<file path="config.mk">
export PLATFORM = sky130hd
export DESIGN_NAME = cc_monitor_multi
export DESIGN_NICKNAME = d
export VERILOG_FILES = /design/src/rtl/mpeg2ts_pkg.sv /design/src/rtl/cc_channel.sv /design/src/rtl/cc_monitor_multi.sv
export SDC_FILE = /design/constraint.sdc
export NUM_CORES = 1
export LEC_CHECK = 0
export BUFFER_PORTS_ARGS = -buffer_cell sky130_fd_sc_hd__buf_4
export CORE_MARGIN = 4
export CORE_UTILIZATION = 59
export CTS_CLUSTER_SIZE = 14
export DETAILED_ROUTE_END_ITERATION = 8
export PLACE_DENSITY = 0.8
export SLEW_MARGIN = 20
export SYNTH_ARGS = -nofsm -noshare
export SYNTH_HDL_FRONTEND = slang
export SYNTH_SLANG_ARGS = --single-unit
</file>
<file path="constraint.sdc">
create_clock -name clk -period 3.6 [get_ports clk]
set_input_delay 0.36 -clock clk [delete_from_list [all_inputs] [get_ports clk]]
set_output_delay 0.36 -clock clk [all_outputs]
set_load 0.03 [all_outputs]
</file>
<file path="src/rtl/mpeg2ts_pkg.sv">
// Shared MPEG-2 transport stream constants and the header-parser state type
// used by the continuity-counter monitor.
package mpeg2ts_pkg;
    localparam logic [7:0]  SYNC_BYTE   = 8'h47;
    localparam int          PKT_LEN     = 188;
    localparam logic [12:0] NULL_PID    = 13'h1FFF;

    localparam logic [1:0]  AFC_RSVD    = 2'b00;
    localparam logic [1:0]  AFC_PAYLOAD = 2'b01;
    localparam logic [1:0]  AFC_ADAPT   = 2'b10;
    localparam logic [1:0]  AFC_BOTH    = 2'b11;

    typedef enum logic [2:0] {
        ST_IDLE,
        ST_B2,
        ST_B3,
        ST_B4,
        ST_PAYLOAD
    } hdr_state_e;

    // Codes 01 and 11 carry a payload; only those advance the continuity counter.
    function automatic logic afc_has_payload(input logic [1:0] afc);
        return afc[0];
    endfunction
endpackage

</file>
<file path="src/rtl/cc_channel.sv">
// One TS channel: header parser, continuity-counter checker, PID timeout
// tracker and saturating error counter.
module cc_channel
    import mpeg2ts_pkg::*;
#(
    parameter int                 TIMER_W = 16,
    parameter logic [TIMER_W-1:0] TIMEOUT = 500,
    parameter int                 CNT_W   = 16
) (
    input  logic               clk,
    input  logic               rst,
    input  logic [7:0]         r_data,
    input  logic               r_valid,
    input  logic               sync,
    input  logic [TIMER_W-1:0] timer_in,
    input  logic [12:0]        pid_cfg,
    input  logic               err_clr,
    output logic [3:0]         cc_expected,
    output logic               cc_err,
    output logic [CNT_W-1:0]   cc_err_cnt,
    output logic               pid_timeout
);
    localparam logic [7:0] LAST_BYTE = 8'(PKT_LEN);

    hdr_state_e         state_q, state_d;
    logic [7:0]         byte_cnt_q, byte_cnt_d;
    logic               tei_q, tei_d;
    logic [4:0]         pid_hi_q, pid_hi_d;
    logic [7:0]         pid_lo_q, pid_lo_d;
    logic [12:0]        pid_cfg_q;
    logic               locked_q, locked_d;
    logic               dup_seen_q, dup_seen_d;
    logic [3:0]         last_cc_q, last_cc_d;
    logic [3:0]         cc_exp_q, cc_exp_d;
    logic               cc_err_q, cc_err_d;
    logic [CNT_W-1:0]   cnt_q, cnt_d;
    logic [TIMER_W-1:0] last_ts_q, last_ts_d;

    logic               is_sync, cfg_changed, check;
    logic [12:0]        hdr_pid;
    logic [3:0]         cc_in;
    logic [1:0]         afc_in;
    logic [TIMER_W-1:0] elapsed;

    function automatic logic [CNT_W-1:0] sat_inc(input logic [CNT_W-1:0] v);
        return (&v) ? v : v + CNT_W'(1);
    endfunction

    assign is_sync     = r_valid & sync & (r_data == SYNC_BYTE);
    assign cfg_changed = (pid_cfg != pid_cfg_q);
    assign hdr_pid     = {pid_hi_q, pid_lo_q};
    assign cc_in       = r_data[3:0];
    assign afc_in      = r_data[5:4];
    assign check       = r_valid & ~is_sync & (state_q == ST_B4) & (hdr_pid == pid_cfg)
                       & (hdr_pid != NULL_PID) & ~tei_q;
    assign elapsed     = timer_in - last_ts_q;

    always_comb begin
        state_d    = state_q;
        byte_cnt_d = byte_cnt_q;
        tei_d      = tei_q;
        pid_hi_d   = pid_hi_q;
        pid_lo_d   = pid_lo_q;
        locked_d   = locked_q;
        dup_seen_d = dup_seen_q;
        last_cc_d  = last_cc_q;
        cc_exp_d   = cc_exp_q;
        last_ts_d  = last_ts_q;
        cc_err_d   = 1'b0;

        // A qualified sync byte always starts a fresh header, dropping any partial packet.
        if (r_valid) begin
            if (is_sync) begin
                state_d = ST_B2;
            end else begin
                case (state_q)
                    ST_B2: begin
                        tei_d    = r_data[7];
                        pid_hi_d = r_data[4:0];
                        state_d  = ST_B3;
                    end
                    ST_B3: begin
                        pid_lo_d = r_data;
                        state_d  = ST_B4;
                    end
                    ST_B4: begin
                        byte_cnt_d = 8'd5;
                        state_d    = ST_PAYLOAD;
                    end
                    ST_PAYLOAD: begin
                        if (byte_cnt_q == LAST_BYTE) state_d = ST_IDLE;
                        else                         byte_cnt_d = byte_cnt_q + 8'd1;
                    end
                    default: state_d = state_q;
                endcase
            end
        end

        if (cfg_changed) begin
            locked_d   = 1'b0;
            dup_seen_d = 1'b0;
        end else if (check) begin
            if (afc_has_payload(afc_in)) last_ts_d = timer_in;
            if (!locked_q) begin
                locked_d   = 1'b1;
                dup_seen_d = 1'b0;
                last_cc_d  = cc_in;
            end else if (afc_has_payload(afc_in)) begin
                if (cc_in == 4'(last_cc_q + 4'd1)) begin
                    last_cc_d  = cc_in;
                    dup_seen_d = 1'b0;
                end else if (cc_in == last_cc_q && !dup_seen_q) begin
                    dup_seen_d = 1'b1;
                end else begin
                    cc_err_d   = 1'b1;
                    last_cc_d  = cc_in;
                    dup_seen_d = 1'b0;
                end
            end else if (cc_in != last_cc_q) begin
                cc_err_d   = 1'b1;
                last_cc_d  = cc_in;
                dup_seen_d = 1'b0;
            end
            cc_exp_d = 4'(last_cc_d + 4'd1);
        end

        // Clear has priority, but an error in the same cycle still counts once.
        if (err_clr)       cnt_d = {{(CNT_W-1){1'b0}}, cc_err_d};
        else if (cc_err_d) cnt_d = sat_inc(cnt_q);
        else               cnt_d = cnt_q;
    end

    always_ff @(posedge clk) begin
        byte_cnt_q <= byte_cnt_d;
        tei_q      <= tei_d;
        pid_hi_q   <= pid_hi_d;
        pid_lo_q   <= pid_lo_d;
        pid_cfg_q  <= pid_cfg;
        last_cc_q  <= last_cc_d;
        if (rst) begin
            state_q    <= ST_IDLE;
            locked_q   <= 1'b0;
            dup_seen_q <= 1'b0;
            cc_exp_q   <= 4'd0;
            cc_err_q   <= 1'b0;
            cnt_q      <= '0;
            last_ts_q  <= timer_in;
        end else begin
            state_q    <= state_d;
            locked_q   <= locked_d;
            dup_seen_q <= dup_seen_d;
            cc_exp_q   <= cc_exp_d;
            cc_err_q   <= cc_err_d;
            cnt_q      <= cnt_d;
            last_ts_q  <= last_ts_d;
        end
    end

    assign cc_expected = cc_exp_q;
    assign cc_err      = cc_err_q;
    assign cc_err_cnt  = cnt_q;
    assign pid_timeout = locked_q & (elapsed >= TIMEOUT);
endmodule

</file>
<file path="src/rtl/cc_monitor_multi.sv">
// N-channel MPEG-2 TS continuity-counter monitor: one independent cc_channel
// per aligned byte stream, with the packed buses sliced per channel.
module cc_monitor_multi
    import mpeg2ts_pkg::*;
#(
    parameter int                 N_CH    = 4,
    parameter int                 TIMER_W = 16,
    parameter logic [TIMER_W-1:0] TIMEOUT = 16'd500,
    parameter int                 CNT_W   = 16
) (
    input  logic                  clk,
    input  logic                  rst,
    input  logic [8*N_CH-1:0]     r_data,
    input  logic [N_CH-1:0]       r_valid,
    input  logic [N_CH-1:0]       sync,
    input  logic [TIMER_W-1:0]    timer_in,
    input  logic [13*N_CH-1:0]    pid_cfg,
    input  logic [N_CH-1:0]       err_clr,
    output logic [4*N_CH-1:0]     cc_expected,
    output logic [N_CH-1:0]       cc_err,
    output logic [CNT_W*N_CH-1:0] cc_err_cnt,
    output logic [N_CH-1:0]       pid_timeout
);
    for (genvar k = 0; k < N_CH; k++) begin : g_ch
        cc_channel #(
            .TIMER_W (TIMER_W),
            .TIMEOUT (TIMEOUT),
            .CNT_W   (CNT_W)
        ) u_ch (
            .clk         (clk),
            .rst         (rst),
            .r_data      (r_data[8*k +: 8]),
            .r_valid     (r_valid[k]),
            .sync        (sync[k]),
            .timer_in    (timer_in),
            .pid_cfg     (pid_cfg[13*k +: 13]),
            .err_clr     (err_clr[k]),
            .cc_expected (cc_expected[4*k +: 4]),
            .cc_err      (cc_err[k]),
            .cc_err_cnt  (cc_err_cnt[CNT_W*k +: CNT_W]),
            .pid_timeout (pid_timeout[k])
        );
    end
endmodule

</file>
==> results.ini, run 1 <==
[setup_path]
worst-path-buf-inv=2
critPathMaxFanout=4
worstPathCellList=ha_2 > inv_2 > fa_2 > a211oi_2 > nor3_2 > o41a_1 > a311o_1 > xor2_1 > o41a_1 > buf_6
required_ps=3240
rrSetupSlack_ps=670
path_delay_family=compound AO/OA/AOI/OAI gates
cpMostUsedCell=o41a_1
arrival_ps=3190
worst-setup-path-type=reg2out
endpoint_kind=primary output
crit_path_start_kind=flop
slowest_stage=o41a_1
cp_slowest_stage_delay_ps=410

[routing]
route.met3.wl_um=2630
wl_per_cell_um=17.8
ant_nets=0
wl_met2_um=20800
maxUsedRoutingLayer=met4
vias=14211
drtIter0Drc=909
drc=0
vias_per_cell=5.94
dr.pass1.iters=6
wl_met1_um=18000
wl_um=42700

[cells_and_area]
drive_gt1_frac=0.160
area.growth.synth_to_final_pct=21.4
final_nets=2177
final_cell_area_um2=21200
nFillCells=1992

[clock_tree]
htree_levels=2
cts-root-buf=clkbuf_16
cts_made_buffers=36
cts_tree=yes
cts-root-to-sink-buffers=3
clock_latency_ps=520
clkSlewWorstSetupHoldPaths_ps=60
cts.sinks=324

[synthesis]
yosysWarnings=0
netlist_instances=1730
synthMuxAreaShare=0.0227
synth_area_leaders=edfxtp_1, dfxtp_1, xnor2_1
synth_most_common_cell=edfxtp_1
synth_seq_cells=324
synth-adder-area-share=0.0620
synth_compound_area_frac=0.112
synth_edf_count=168
syn_area_per_cell_um2=10.1
synth-xor-area-share=0.0979
synth_top_family_by_area=simple AND/OR/NAND/NOR gates
synth_commonest_cells=edfxtp_1, dfxtp_1, nor2_1
synth_top_area_share=0.289
yosys.area_share.simple=0.198
ys_seq_area_frac=0.468
syn_area_um2=17400
ys_types=85
synth_fp_nets=1928
synth_top_flop_cell=edfxtp_1
asyncSetResetFlopFracSynth=0
synth.largest_area_cell=edfxtp_1

[sta]
setup_viol=0
fmax_mhz=282
setup_tns_ps=0
rsz0062_at_grt=true
tightest_slew_ps=1070
timing_hold_violations_final=0
finalCritPeriodShare=0.985
clock-skew-final_ps=17.9
fin_crit_ps=3550
slew_viol_final=0
finalWorstSetupSlack_ps=53.1
slew_headroom=0.282

[floorplanning]
die_height_um=180
ios=202
dieArea_um2=32400
die_w_um=180
core_region_area_um2=28900
rows=62
floorplan.initialDensity=0.603

[grt]
grt_max_degree=64
grt_antenna_before_repair=1
grt_first_pass_wirelength_um=69700
grt_usage=0.253
grt_pass1_vias=14008
globalRouteOverflowTotal=0

[placed_design]
io_buffer_count=201
gp_congestion=0.904
hpwlAfterDp_um=29900
pre_cts_ws_ps=172
place_area_um2=19200

[outcome]
status=finished, final reports clean

[pwr]
vdd_drop_max_mv=0.336
power_leakage_nw=8.30
power.density_nw_per_um2=431

[flow_run]
drv_cap=0

[hold_path]
hold_path_class=in2reg

routing by layer:
layer | track usage | up-vias
met2 | 0.431 | 511
met3 | 0.0432 | 102
met5 | 0 | -
met4 | 0.0826 | 0
met1 | 0.331 | 6750
li1 | - | 6848
cell families (layout without fill, tap and decap cells):
| logic type | after synthesis | after routing |
|---|---|---|
| AO/OA/AOI/OAI | 294 | 294 |
| XOR/XNOR | 195 | 195 |
| buffers and inverters | 159 | 436 |
| adder cells (fa/ha/maj) | 84 | 84 |
| other | 0 | 1 |
| multiplexers | 39 | 39 |
| AND/OR/NAND/NOR | 635 | 635 |
| flip-flops | 324 | 324 |
final timing paths:
check / from / to / cells after the start
setup / recovery: g_ch[3].u_ch.last_ts_q[0]$_DFFE_PP_ / pid_timeout[3] / 10
hold / removal: r_data[13] / g_ch[1].u_ch.pid_lo_q[5]$_DFFE_PP_ / 1
setup reg to reg: g_ch[2].u_ch.pid_hi_q[3]$_DFFE_PP_ / g_ch[2].u_ch.last_ts_q[0]$_DFFE_PP_ / 7
hold reg to reg: g_ch[1].u_ch.cc_expected[1]$_SDFFE_PP0P_ / g_ch[1].u_ch.cc_expected[1]$_SDFFE_PP0P_ / 2
per-stage QoR:
step | hold slack, ps | util | cells | power (W)
6_report | 31.9 | 0.732 | 2392 | 0.00913
5_1_grt | 13.0 | 0.732 | 2392 | 0.00948
4_1_cts | 11.1 | 0.728 | 2388 | 0.00914
3_5_place_dp | 457 | 0.665 | 2270 | 0.00513
3_3_place_gp | 447 | 0.665 | 2270 | 0.00510
2_1_floorplan | 388 | - | 1730 | 0.00479
power by group:
group	total, W	internal, W	switching (W)	leakage [nW]
Sequential	0.00400	0.00397	0.0000307	2.84
Clock	0.00397	0.00253	0.00144	0.648
Combinational	0.00116	0.000518	0.000637	4.81
what timing repair did:
action | 4_1_cts | 5_1_grt
hold buffers | 52 | 0
endpoints found under the hold margin | 52 | 0
setup endpoints to repair | 1 | 4
gates resized for setup | 2 | 18
pin swaps | 0 | 9
setup buffers | 0 | 3
cell usage in the layout (no fill, tap or decap), types with 39 or more instances in the layout:
| cell | synthesis | final |
|---|---|---|
| a21oi_1 | 92 | 91 |
| dfxtp_1 | 156 | 156 |
| buf_4 | 12 | 214 |
| o21ai_0 | 50 | 48 |
| nand4_1 | 66 | 66 |
| edfxtp_1 | 168 | 168 |
| inv_1 | 103 | 102 |
| dlygate4sd3_1 | 0 | 52 |
| nand2_1 | 117 | 117 |
| nand3_1 | 66 | 66 |
| nor2_1 | 120 | 120 |
| or3_1 | 39 | 39 |
| clkbuf_16 | 0 | 39 |
| xnor2_1 | 115 | 115 |
| xor2_1 | 80 | 80 |
| ha_1 | 80 | 77 |
flip-flops by register name, summed over array words and instances (netlist names), 12 cells and up:
| register | flops |
|---|---|
| g_ch.u_ch.last_ts_q | 64 |
| g_ch.u_ch.cc_err_cnt | 64 |
| g_ch.u_ch.pid_lo_q | 32 |
| g_ch.u_ch.state_q | 12 |
| g_ch.u_ch.byte_cnt_q | 32 |
| g_ch.u_ch.cc_expected | 16 |
| g_ch.u_ch.pid_cfg_q | 52 |
| g_ch.u_ch.pid_hi_q | 20 |
| g_ch.u_ch.last_cc_q | 16 |
final cells by class:
class	count	area, µm²	area share
clock inverters	13	226	0.0107
well taps	384	480	0.0227
inverters	103	387	0.0183
diodes	1	2.50	0.000118
multi-input cells	1247	8680	0.410
clock buffers	53	1090	0.0514
flip-flops and latches	324	8170	0.386
repair buffers	267	2140	0.101
No activity file was read; power rests on OpenSTA's default activity.
==> run 2, diff against run 1 <==
--- a/config.mk
+++ b/config.mk
@@ -11,6 +11,7 @@
 export CTS_CLUSTER_SIZE = 14
 export DETAILED_ROUTE_END_ITERATION = 8
 export PLACE_DENSITY = 0.8
+export RECOVER_POWER = 25
 export SLEW_MARGIN = 20
 export SYNTH_ARGS = -nofsm -noshare
 export SYNTH_HDL_FRONTEND = slang
==> run 2 against run 1 <==
Net effect:
- sequential share of layout area grew 0.32 points
- clock-buffer cell count is the same
- fmax is essentially flat
- clock power is essentially flat
- critical path depth is the same
- routed wire length shrank 0.14%
- sequential power is essentially flat
==> results.ini, run 2 (synthesis results as in run 1) <==
[outcome]
status=finished, final reports clean

[sta]
finalCritPeriodShare=0.986
timing_hold_violations_final=0
rsz0062_at_grt=true
fmax_mhz=282
fin_crit_ps=3550
slew_viol_final=0
clock-skew-final_ps=16.7
slew_headroom=0.295
tightest_slew_ps=1050
setup_tns_ps=0
setup_viol=0

[pwr]
pwr-share-clk=0.436
power_leakage_nw=8.13
p_sw_w=0.00210
power_frac_seq=0.440
switching_share=0.231
power_frac_comb=0.124
vdd_drop_max_mv=0.337
power.density_nw_per_um2=433
p_int_w=0.00700

[clock_tree]
cts.sinks=324
clkSlewWorstSetupHoldPaths_ps=60
clock_latency_ps=520
cts-root-to-sink-buffers=3
cts-root-buf=clkbuf_16
cts_made_buffers=36
cts_tree=yes
htree_levels=2

[setup_path]
endpoint_kind=primary output
cpMostUsedCell=o41a_1
required_ps=3240
cp_slowest_stage_delay_ps=410
r2r-start=g_ch[2].u_ch.pid_hi_q[3]$_DFFE_PP_
critPathMaxFanout=4
arrival_ps=3190
worst-setup-path-type=reg2out
r2r-end=g_ch[2].u_ch.last_ts_q[0]$_DFFE_PP_
path_delay_family=compound AO/OA/AOI/OAI gates
crit_path_start_kind=flop
worstPathCellList=ha_2 > inv_2 > fa_2 > a211oi_2 > nor3_2 > o41a_1 > a311o_1 > xor2_1 > o41a_1 > buf_6
worst-path-buf-inv=2
slowest_stage=o41a_1
rrSetupSlack_ps=650
reg2reg_depth=7

[hold_path]
whs_endpoint=g_ch[1].u_ch.pid_lo_q[5]$_DFFE_PP_
hold_start=r_data[13]
hold_path_class=in2reg
whs_path_depth=1

[routing]
vias_per_cell=5.92
vias=14172
ant_nets=0
drc=0
wl_per_cell_um=17.8
wl_um=42600
dr.pass1.iters=5
drtIter0Drc=928

[cells_and_area]
final_cell_area_um2=21000
final_cell_mix=edfxtp_1, buf_4, dfxtp_1
area.growth.synth_to_final_pct=20.4
drive_gt1_frac=0.137
nFillCells=2053
final_common_cell=edfxtp_1
final_nets=2177

[floorplanning]
rows=62
die_w_um=180
core_region_area_um2=28900
dieArea_um2=32400
floorplan.initialDensity=0.603
die_height_um=180
ios=202

[placed_design]
hpwlAfterDp_um=29900
place_area_um2=19200
io_buffer_count=201
gp_congestion=0.904

[grt]
grt_max_degree=64
grt_antenna_before_repair=1
grt_pass1_vias=14008
grt_first_pass_wirelength_um=69700
globalRouteOverflowTotal=0
grt_usage=0.253

[flow_run]
drv_cap=0

run 2: layer usage:
metal / vias up / wire, µm / GRT usage / part of all wire
li1: 6852 / - / - / -
met4: 0 / 1260 / 0.0826 / 0.029
met1: 6745 / 18000 / 0.331 / 0.42
met3: 103 / 2590 / 0.0432 / 0.061
met5: - / 0 / 0 / 0
met2: 472 / 20800 / 0.431 / 0.49
run 2: worst max-delay path by stage:
stage | startpoint | cells past startpoint | slack (ps) | to
5_1_grt | g_ch[3].u_ch.last_ts_q[0]$_DFFE_PP_ | 10 | -50 | pid_timeout[3]
6_report | g_ch[3].u_ch.last_ts_q[0]$_DFFE_PP_ | 10 | 50 | pid_timeout[3]
4_1_cts | g_ch[3].u_ch.last_ts_q[0]$_DFFE_PP_ | 10 | 20 | pid_timeout[3]
2_1_floorplan | timer_in[0] | 11 | 420 | pid_timeout[3]
3_3_place_gp | timer_in[0] | 12 | 190 | pid_timeout[3]
3_5_place_dp | timer_in[0] | 12 | 170 | pid_timeout[3]
run 2: layout make-up:
| class | instances | area [µm²] | area share |
|---|---|---|---|
| clock inverter | 13 | 226 | 0.0108 |
| clock buffer | 53 | 1090 | 0.0518 |
| sequential | 324 | 8170 | 0.389 |
| inverter | 103 | 387 | 0.0184 |
| antenna | 2 | 5.00 | 0.000238 |
| timing repair buffer | 267 | 1960 | 0.0934 |
| tap | 384 | 480 | 0.0229 |
| multi-input combinational | 1247 | 8680 | 0.413 |
run 2: what timing repair did:
action	4_1_cts	5_1_grt
endpoints found under the hold margin	52	0
buffers inserted	0	3
gates resized for setup	2	18
endpoints found under the setup margin	1	4
hold buffers	52	0
pin swaps	0	9
run 2: power by group through the flow:
stage | Sequential [W] | Clock (W) | Combinational [W]
floorplan | 0.00407 | 0 | 0.000717
global placement | 0.00408 | 0 | 0.00102
detailed placement | 0.00408 | 0 | 0.00105
CTS | 0.00400 | 0.00403 | 0.00111
global route | 0.00401 | 0.00420 | 0.00125
finish | 0.00400 | 0.00397 | 0.00113
run 2: worst reg2reg max path: stages (launching register included):
cell and delay, ps:
edfxtp_1 440, xnor2_1 310, nand4_1 140, nor4_1 560, and3_1 390, and2_2 360, a21o_1 170, buf_4 250
run 2: through the flow:
stage | total power [W] | hold WS [ps] | setup slack [ps] | std cells | util
global route | 0.00946 | 37.3 | -54.9 | 2392 | 0.726
global placement | 0.00510 | 447 | 194 | 2270 | 0.665
floorplan | 0.00479 | 388 | 419 | 1730 | -
detailed placement | 0.00513 | 457 | 172 | 2270 | 0.665
finish | 0.00910 | 55.8 | 51.3 | 2393 | 0.726
CTS | 0.00914 | 11.1 | 21.6 | 2388 | 0.728
